`src/rtl/vga_timing_gen.sv`:
```
// vga_timing_gen: 640x480 scan counters, blanking, and one-cycle-registered VGA pin stage.
module vga_timing_gen #(
  parameter int H_ACTIVE = 640,
  parameter int H_FP     = 16,
  parameter int H_SYNC   = 96,
  parameter int H_BP     = 48,
  parameter int V_ACTIVE = 480,
  parameter int V_FP     = 10,
  parameter int V_SYNC   = 2,
  parameter int V_BP     = 33
) (
  input  logic       vga_clk,
  input  logic       reset_n,
  input  logic [3:0] pix_red,
  input  logic [3:0] pix_green,
  input  logic [3:0] pix_blue,
  output logic [9:0] DrawX,
  output logic [9:0] DrawY,
  output logic       blank,
  output logic       hs,
  output logic       vs,
  output logic [3:0] vga_r,
  output logic [3:0] vga_g,
  output logic [3:0] vga_b,
  output logic       frame_start,
  output logic [7:0] frame_count
);
  localparam logic [9:0] HT1 = 10'(H_ACTIVE + H_FP + H_SYNC + H_BP - 1);
  localparam logic [9:0] VT1 = 10'(V_ACTIVE + V_FP + V_SYNC + V_BP - 1);
  localparam logic [9:0] HA  = 10'(H_ACTIVE);
  localparam logic [9:0] VA  = 10'(V_ACTIVE);
  localparam logic [9:0] HSS = 10'(H_ACTIVE + H_FP);
  localparam logic [9:0] HSE = 10'(H_ACTIVE + H_FP + H_SYNC);
  localparam logic [9:0] VSS = 10'(V_ACTIVE + V_FP);
  localparam logic [9:0] VSE = 10'(V_ACTIVE + V_FP + V_SYNC);
  logic [9:0] hc_q, hc_d, vc_q, vc_d;
  logic       h_wrap, v_wrap, hs_raw, vs_raw;
  logic       hs_q, vs_q, fs_q;
  logic [3:0] r_q, g_q, b_q;
  logic [7:0] fc_q;
  always_comb begin
    h_wrap = hc_q == HT1;
    v_wrap = vc_q == VT1;
    hc_d   = h_wrap ? 10'd0 : hc_q + 10'd1;
    vc_d   = h_wrap ? (v_wrap ? 10'd0 : vc_q + 10'd1) : vc_q;
    blank  = (hc_q < HA) && (vc_q < VA);
    hs_raw = !((hc_q >= HSS) && (hc_q < HSE));
    vs_raw = !((vc_q >= VSS) && (vc_q < VSE));
  end
  // sync and colour share one register stage so the pins stay mutually aligned
  always_ff @(posedge vga_clk or negedge reset_n) begin
    if (!reset_n) begin
      hc_q <= '0;
      vc_q <= '0;
      hs_q <= 1'b1;
      vs_q <= 1'b1;
      r_q  <= '0;
      g_q  <= '0;
      b_q  <= '0;
      fs_q <= 1'b0;
      fc_q <= '0;
    end else begin
      hc_q <= hc_d;
      vc_q <= vc_d;
      hs_q <= hs_raw;
      vs_q <= vs_raw;
      r_q  <= blank ? pix_red   : 4'h0;
      g_q  <= blank ? pix_green : 4'h0;
      b_q  <= blank ? pix_blue  : 4'h0;
      fs_q <= h_wrap && v_wrap;
      fc_q <= fc_q + {7'd0, h_wrap && v_wrap};
    end
  end
  assign DrawX       = hc_q;
  assign DrawY       = vc_q;
  assign hs          = hs_q;
  assign vs          = vs_q;
  assign vga_r       = r_q;
  assign vga_g       = g_q;
  assign vga_b       = b_q;
  assign frame_start = fs_q;
  assign frame_count = fc_q;
endmodule

```
`config.mk`:
```
export PLATFORM = sky130hd
export DESIGN_NAME = vga_timing_gen
export DESIGN_NICKNAME = d
export VERILOG_FILES = /design/src/rtl/vga_timing_gen.sv
export SDC_FILE = /design/constraint.sdc
export NUM_CORES = 1
export LEC_CHECK = 0
export ABC_AREA = 1
export CORE_UTILIZATION = 50
export DETAILED_ROUTE_END_ITERATION = 8
export GPL_TIMING_DRIVEN = 0
export PLACE_DENSITY = 0.8
export SYNTH_ARGS = -nofsm -noshare
export SYNTH_HDL_FRONTEND = slang
export SYNTH_SLANG_ARGS = --single-unit
```
`constraint.sdc`:
```
create_clock -name vga_clk -period 3 [get_ports vga_clk]
set_clock_uncertainty 0.05 [all_clocks]
set_input_delay 0.6 -clock vga_clk [delete_from_list [all_inputs] [get_ports vga_clk]]
set_output_delay 0.6 -clock vga_clk [all_outputs]
set_load 0.005 [all_outputs]
```
==> out/metrics.cfg, run 1 <==
[run_status]
status=finished clean

[clocking]
cts.sinks=43
hold_buffers=0
cts_setup_buffers=0
cts_resized=0
cts.reportedPaths.clkPinSlew_ns=0.08
h-tree-depth=2
cts_buffer_depth=2
cts_root_buffer=clkbuf_8
cts_made_buffers=5
cts_tree=done
clock_latency_ns=0.30

[synthesis]
synth_area_leaders=dfrtp_1 51%, inv_1 7.8%, nor2_1 6.5%, nand2_1 6.1%, xor2_1 4.7%
synth_edf_count=0
syn_area_per_cell_um2=8.87
ys_warn_count=0
synth_top_area_share_pct=50.5
yosysMostFrequentCell=inv_1
synthesis.instances=229
synthFlopType=dfrtp_1
synth-seq-area-share_pct=53.1
synth_area_um2=2030
yosys-top-cells-count=42 x inv_1, 41 x dfrtp_1, 35 x nor2_1
synthDistinctLibCells=27
ys_seq_elements=43
synth_top_area_cell=dfrtp_1
synth_nets=249
async_flop_share_pct=100

[placed_design]
gp_congestion=0.749
port_buffers=57
dpl.hpwl_mm=2.98
postPlaceCellArea_um2=2680
dp.cells=335
place_ws_ns=0.646

[timing]
fmax_mhz=391
worstMarginPinSlew_ns=0.542
drv_slew=0
post-route-period-util_pct=85.3
hold_ws_ns=0.231
hold_violations=0
slew_headroom_pct=63.8
setup_ws_ns=0.440
period_needed_ns=2.56
tns_ns=0
rsz0062_at_grt=false
setup_viol=0

[drt]
firstDrtPassIters=4
vias=1704
via_per_inst=4.97
drt_iter0_drc=98
drc=0
postRouteAntennaNets=0
wl_per_cell_um=12.1
drt_wl_total_mm=4.14

[global_route]
grt_pass1_wl_mm=7.11
grt_pass1_vias=1571
grt_use_total_pct=22.2
grt_antenna_before_repair=0
grt_max_degree=24
gr-total-overflow=0

[setup_path]
cp.arrival_ns=1.91
required_ns=2.35
startpoint_type=flop
path_max_fanout=10
end_kind=output pin
critPathKind=reg2out

[min_path]
hold_class=in2async

[layout]
layout.cells.non_filler=343
ff_latch_area_um2=1080
area_growth_pct=38.7
final_nets=314
utilization_pct=74.7
fin_area_um2=2820
fillers=286
drive_above_1_share_pct=9.83
multi_input_area_um2=766
antenna_cells=0

[die]
coreArea_um2=3770
rows=22
ios=58
initial_core_util_pct=53.8
die_w_um=65.7
die_y_um=65.7
die_area_um2=4320

[power]
powerDensity_nw_per_um2=416
p_leak_nw=1.38
vdd_drop_max_mv=0.258
p_total_mw=1.17

[flow_run]
cap_violations=0

==> cell families (layout without fill, tap and decap cells) <==
family          count (synthesis)  after routing  synth area share [%]
simple gates                  106            106                  25.0
buf+inv                        48            114                  9.18
compound gates                 14             14                  3.82
fa+ha+maj                       6              6                  3.70
xor+xnor                       12             12                  5.18
flops                          43             43                  53.1
==> state kept, by name, summed over array words and instances (netlist names) <==
signal	flops
vga_b	4
hs	1
vs	1
frame_start	1
vga_r	4
DrawX	10
DrawY	10
vga_g	4
frame_count	8
==> critical path, cell delays in order (launching register included) <==
cell and delay [ns]:
dfrtp_1 0.45, nand4_1 0.20, nand4_1 0.20, buf_4 0.23, inv_1 0.05, clkdlybuf4s50_1 0.48
==> power by group <==
| group | switching, mW | internal, mW | leakage, nW | total, mW |
|---|---|---|---|---|
| logic | 0.0211 | 0.0343 | 0.767 | 0.0554 |
| clock network | 0.196 | 0.333 | 0.0654 | 0.528 |
| registers | 0.00180 | 0.587 | 0.552 | 0.589 |
==> final timing paths <==
path | slack [ns] | cells after the start | startpoint | to
max | 0.44 | 5 | DrawY[6] | blank
min | 0.23 | 1 | reset_n | DrawY[5]
max reg2reg | 0.62 | 13 | DrawX[0] | frame_count[7]
min reg2reg | 0.45 | 1 | frame_count[0] | frame_count[0]
max in group asynchronous | 2.10 | 2 | reset_n | hs
min in group vga_clk | 0.45 | 1 | frame_count[0] | frame_count[0]
==> placed cells by master (no fill, tap or decap), drive strengths merged <==
| master | n |
|---|---|
| a21oi | 2 |
| dfrtp | 41 |
| clkbuf | 6 |
| ha | 6 |
| nor2 | 42 |
| nand4 | 6 |
| nand3 | 18 |
| clkdlybuf4s50 | 56 |
| a31oi | 1 |
| nand2 | 35 |
| xor2 | 11 |
| xnor2 | 1 |
| o31ai | 1 |
| o21ai | 10 |
| buf | 3 |
| bufinv | 2 |
| dfstp | 2 |
| inv | 47 |
| nand3b | 1 |
| nor3 | 4 |
==> metal layers <==
layer | vias up | part of all wire (%) | track usage (%)
met1 | 797 | 46 | 28.8
met3 | 5 | 7.1 | 6.42
li1 | 836 | - | -
met4 | 0 | 1.2 | 7.88
met2 | 66 | 46 | 34.9
met5 | - | 0 | 0
==> final cells by class <==
cell class              count  share of cell area (%)
plain buffers               1                   0.267
clock buffers               6                    2.58
clock inverters             2                    2.13
inverters                  47                    6.35
multi-input cells         138                    27.2
flip-flops and latches     43                    38.3
well taps                  48                    2.13
repair buffers             58                    21.1
Power figures use the tool's default switching activity.
==> inputs of run 2 (changes only) <==
--- a/config.mk
+++ b/config.mk
@@ -5,11 +5,11 @@
 export SDC_FILE = /design/constraint.sdc
 export NUM_CORES = 1
 export LEC_CHECK = 0
-export ABC_AREA = 1
-export CORE_UTILIZATION = 50
+export ABC_CLOCK_PERIOD_IN_PS = 3000
+export CORE_UTILIZATION = 49
 export DETAILED_ROUTE_END_ITERATION = 8
 export GPL_TIMING_DRIVEN = 0
-export PLACE_DENSITY = 0.8
+export PLACE_DENSITY = 0.81
 export SYNTH_ARGS = -nofsm -noshare
 export SYNTH_HDL_FRONTEND = slang
 export SYNTH_SLANG_ARGS = --single-unit
==> out/metrics.cfg, run 2 <==
[setup_path]
path_max_fanout=7  ; -3
required_ns=3.12  ; +0.77 ns
end_kind=flop
crit_path_cell_trace=or4b_1 > buf_6 > or3_1 > nor2_4 > ha_1 > and3_1 > nand3_1 > or2_2 > xnor2_1
r2r_slack_ns=0.17  ; -0.45 ns
path_depth=9  ; +4
crit_end=frame_count[7]
crit_buf_inv=1  ; -2
critPathKind=reg2reg
cpLargestDelayFamily=simple AND/OR/NAND/NOR gates
ff2ff_path_depth=9  ; -4
cp.arrival_ns=2.95  ; +1.04 ns
startpoint_type=flop
critical-path-max-stage-delay_ns=0.56  ; +0.08 ns
crit_start=DrawX[5]
r2r-start=DrawX[5]
r2r_end=frame_count[7]
slowest_stage=or4b_1

[synthesis]
synthFlopType=dfrtp_1
synth-seq-area-share_pct=58.8  ; +5.7 points
async_flop_share_pct=100  ; unchanged
ys_seq_elements=43  ; unchanged
yosys-top-cells-count=41 x dfrtp_1, 13 x and2_1, 12 x xnor2_1
synth_nets=172  ; -31%
synthDistinctLibCells=31  ; +15%
synth_area_leaders=dfrtp_1 56%, xnor2_1 5.7%, and2_1 4.4%, ha_1 4.1%, xor2_1 3.3%
synthesis.instances=152  ; -34%
synth_top_area_cell=dfrtp_1
syn_area_per_cell_um2=12.1  ; +36%
synth_top_area_share_pct=55.9  ; +5.4 points
synth_edf_count=0  ; unchanged
synth_area_um2=1830  ; -9.7%
ys_warn_count=0  ; unchanged
yosysMostFrequentCell=dfrtp_1

[timing]
hold_violations=0  ; unchanged
slew_headroom_pct=39.6  ; -24 points
rsz0062_at_grt=false
worstMarginPinSlew_ns=0.907  ; +0.364 ns
setup_ws_ns=0.170  ; -0.270 ns
tns_ns=0  ; unchanged
period_needed_ns=2.83  ; +0.270 ns
drv_slew=0  ; unchanged
fmax_mhz=353  ; -9.6%
setup_viol=0  ; unchanged
post-route-period-util_pct=94.3  ; +9.0 points

[layout]
antenna_cells=0  ; unchanged
final_cell_mix=56 x clkdlybuf4s50_1, 41 x dfrtp_1, 13 x and2_1
layout_commonest_cell=clkdlybuf4s50_1
multi_input_area_um2=727  ; -5.1%
area_growth_pct=39.8
final_nets=238  ; -24%
fillers=262  ; -8.4%
ff_latch_area_um2=1080  ; unchanged
drive_above_1_share_pct=9.59  ; -0.24 points

[placed_design]
port_buffers=57  ; unchanged
gp_congestion=0.850  ; +13%
dpl.hpwl_mm=2.63  ; -12%
place_ws_ns=0.0807  ; -0.566 ns

[global_route]
grt_use_total_pct=20.3  ; -1.9 points
grt_max_degree=44  ; +83%
grt_antenna_before_repair=0  ; unchanged
gr-total-overflow=0  ; unchanged
grt_pass1_wl_mm=6.23  ; -12%
grt_pass1_vias=1335  ; -15%

[drt]
via_per_inst=5.19  ; +4.5%
postRouteAntennaNets=0  ; unchanged
drt_wl_total_mm=3.68  ; -11%
firstDrtPassIters=4  ; unchanged
drc=0  ; unchanged
drt_iter0_drc=58  ; -41%
wl_per_cell_um=13.9  ; +15%
vias=1376  ; -19%

[die]
die_area_um2=3990  ; -7.6%
die_w_um=63.2  ; -3.9%
die_y_um=63.2  ; -3.9%
coreArea_um2=3470  ; -8.0%
ios=58  ; unchanged
rows=21  ; -4.5%
initial_core_util_pct=52.9  ; -0.96 points

[power]
p_leak_nw=1.14  ; -18%
p_total_mw=0.988  ; -16%
vdd_drop_max_mv=0.222  ; -14%
powerDensity_nw_per_um2=385  ; -7.5%

[clocking]
cts_made_buffers=5  ; unchanged
h-tree-depth=2  ; unchanged
cts_root_buffer=clkbuf_8
clock_latency_ns=0.29  ; about the same
cts.reportedPaths.clkPinSlew_ns=0.07  ; about the same
cts_buffer_depth=2  ; unchanged
cts.sinks=43  ; unchanged
cts_tree=done
hold_buffers=0  ; unchanged

[flow_run]
cap_violations=0  ; unchanged

[min_path]
hold_class=in2async

[run_status]
status=finished clean

run 2: timing repair:
action | in CTS | in global routing
setup endpoints to repair | 0 | 2
buffers inserted | 0 | 2
gates resized for setup | 0 | 3
run 2: worst min-delay path by stage:
stage                    from              to  slack (ns)
4_1_cts               reset_n  frame_count[7]        0.42
2_1_floorplan         reset_n        DrawX[0]        0.25
3_5_place_dp   frame_count[7]  frame_count[7]        0.42
5_1_grt        frame_count[7]  frame_count[7]        0.46
6_report              reset_n  frame_count[5]        0.39
3_3_place_gp   frame_count[7]  frame_count[7]        0.41
run 2: cells by family (layout without fill, tap and decap cells):
logic type                 Yosys count  count (layout)  share of synthesized area [%]
AOI/OAI and AO/OA                    7               7                           2.32
and+or+nand+nor                     70              70                           23.9
DFF                                 43              43                           58.8
buffers and inverters                7              74                           1.84
xor gates and xnor gates            19              19                           9.07
adders and majority gates            6               6                           4.09
run 2: stage by stage:
stage | utilization, % | std cells | area, um^2 | hold slack [ns]
final | 73.9 | 265 | 2560 | 0.393
after detailed placement | 70.9 | 255 | 2460 | 0.417
after global routing | 73.9 | 265 | 2560 | 0.460
after global placement | 71.0 | 255 | 2460 | 0.410
after CTS | 73.3 | 263 | 2540 | 0.425
after floorplan | - | 152 | 1830 | 0.254
run 2: area by class of cell:
class                   count  area share (%)
multi-input cells         102            28.4
well taps                  46            2.24
repair buffers             59            22.6
plain buffers               2           0.634
flip-flops and latches     43            42.1
inverters                   5           0.732
clock buffers               6            2.83
clock inverters             2           0.488
run 2: per-layer routing:
layer / part of all wire [%] / vias up / GRT usage [%]
li1: - / 653 / -
met1: 44 / 672 / 26.6
met2: 50 / 46 / 33.1
met3: 5.6 / 5 / 4.35
met4: 0.92 / 0 / 7.67
met5: 0 / - / 0
run 2: power by group:
part	leakage [nW]	total [mW]	internal, mW	switching, mW
clock	0.0412	0.350	0.163	0.187
sequential	0.552	0.589	0.587	0.00196
combinational	0.544	0.0489	0.0311	0.0178
total	1.14	0.988	0.781	0.207
==> inputs of run 3 (changes only) <==
--- a/config.mk
+++ b/config.mk
@@ -7,6 +7,7 @@
 export LEC_CHECK = 0
 export ABC_CLOCK_PERIOD_IN_PS = 3000
 export CORE_UTILIZATION = 49
+export CTS_CLUSTER_SIZE = 10
 export DETAILED_ROUTE_END_ITERATION = 8
 export GPL_TIMING_DRIVEN = 0
 export PLACE_DENSITY = 0.81
==> results of run 3 <==
The final DEF is identical to that of run 2; final timing and power are the same.
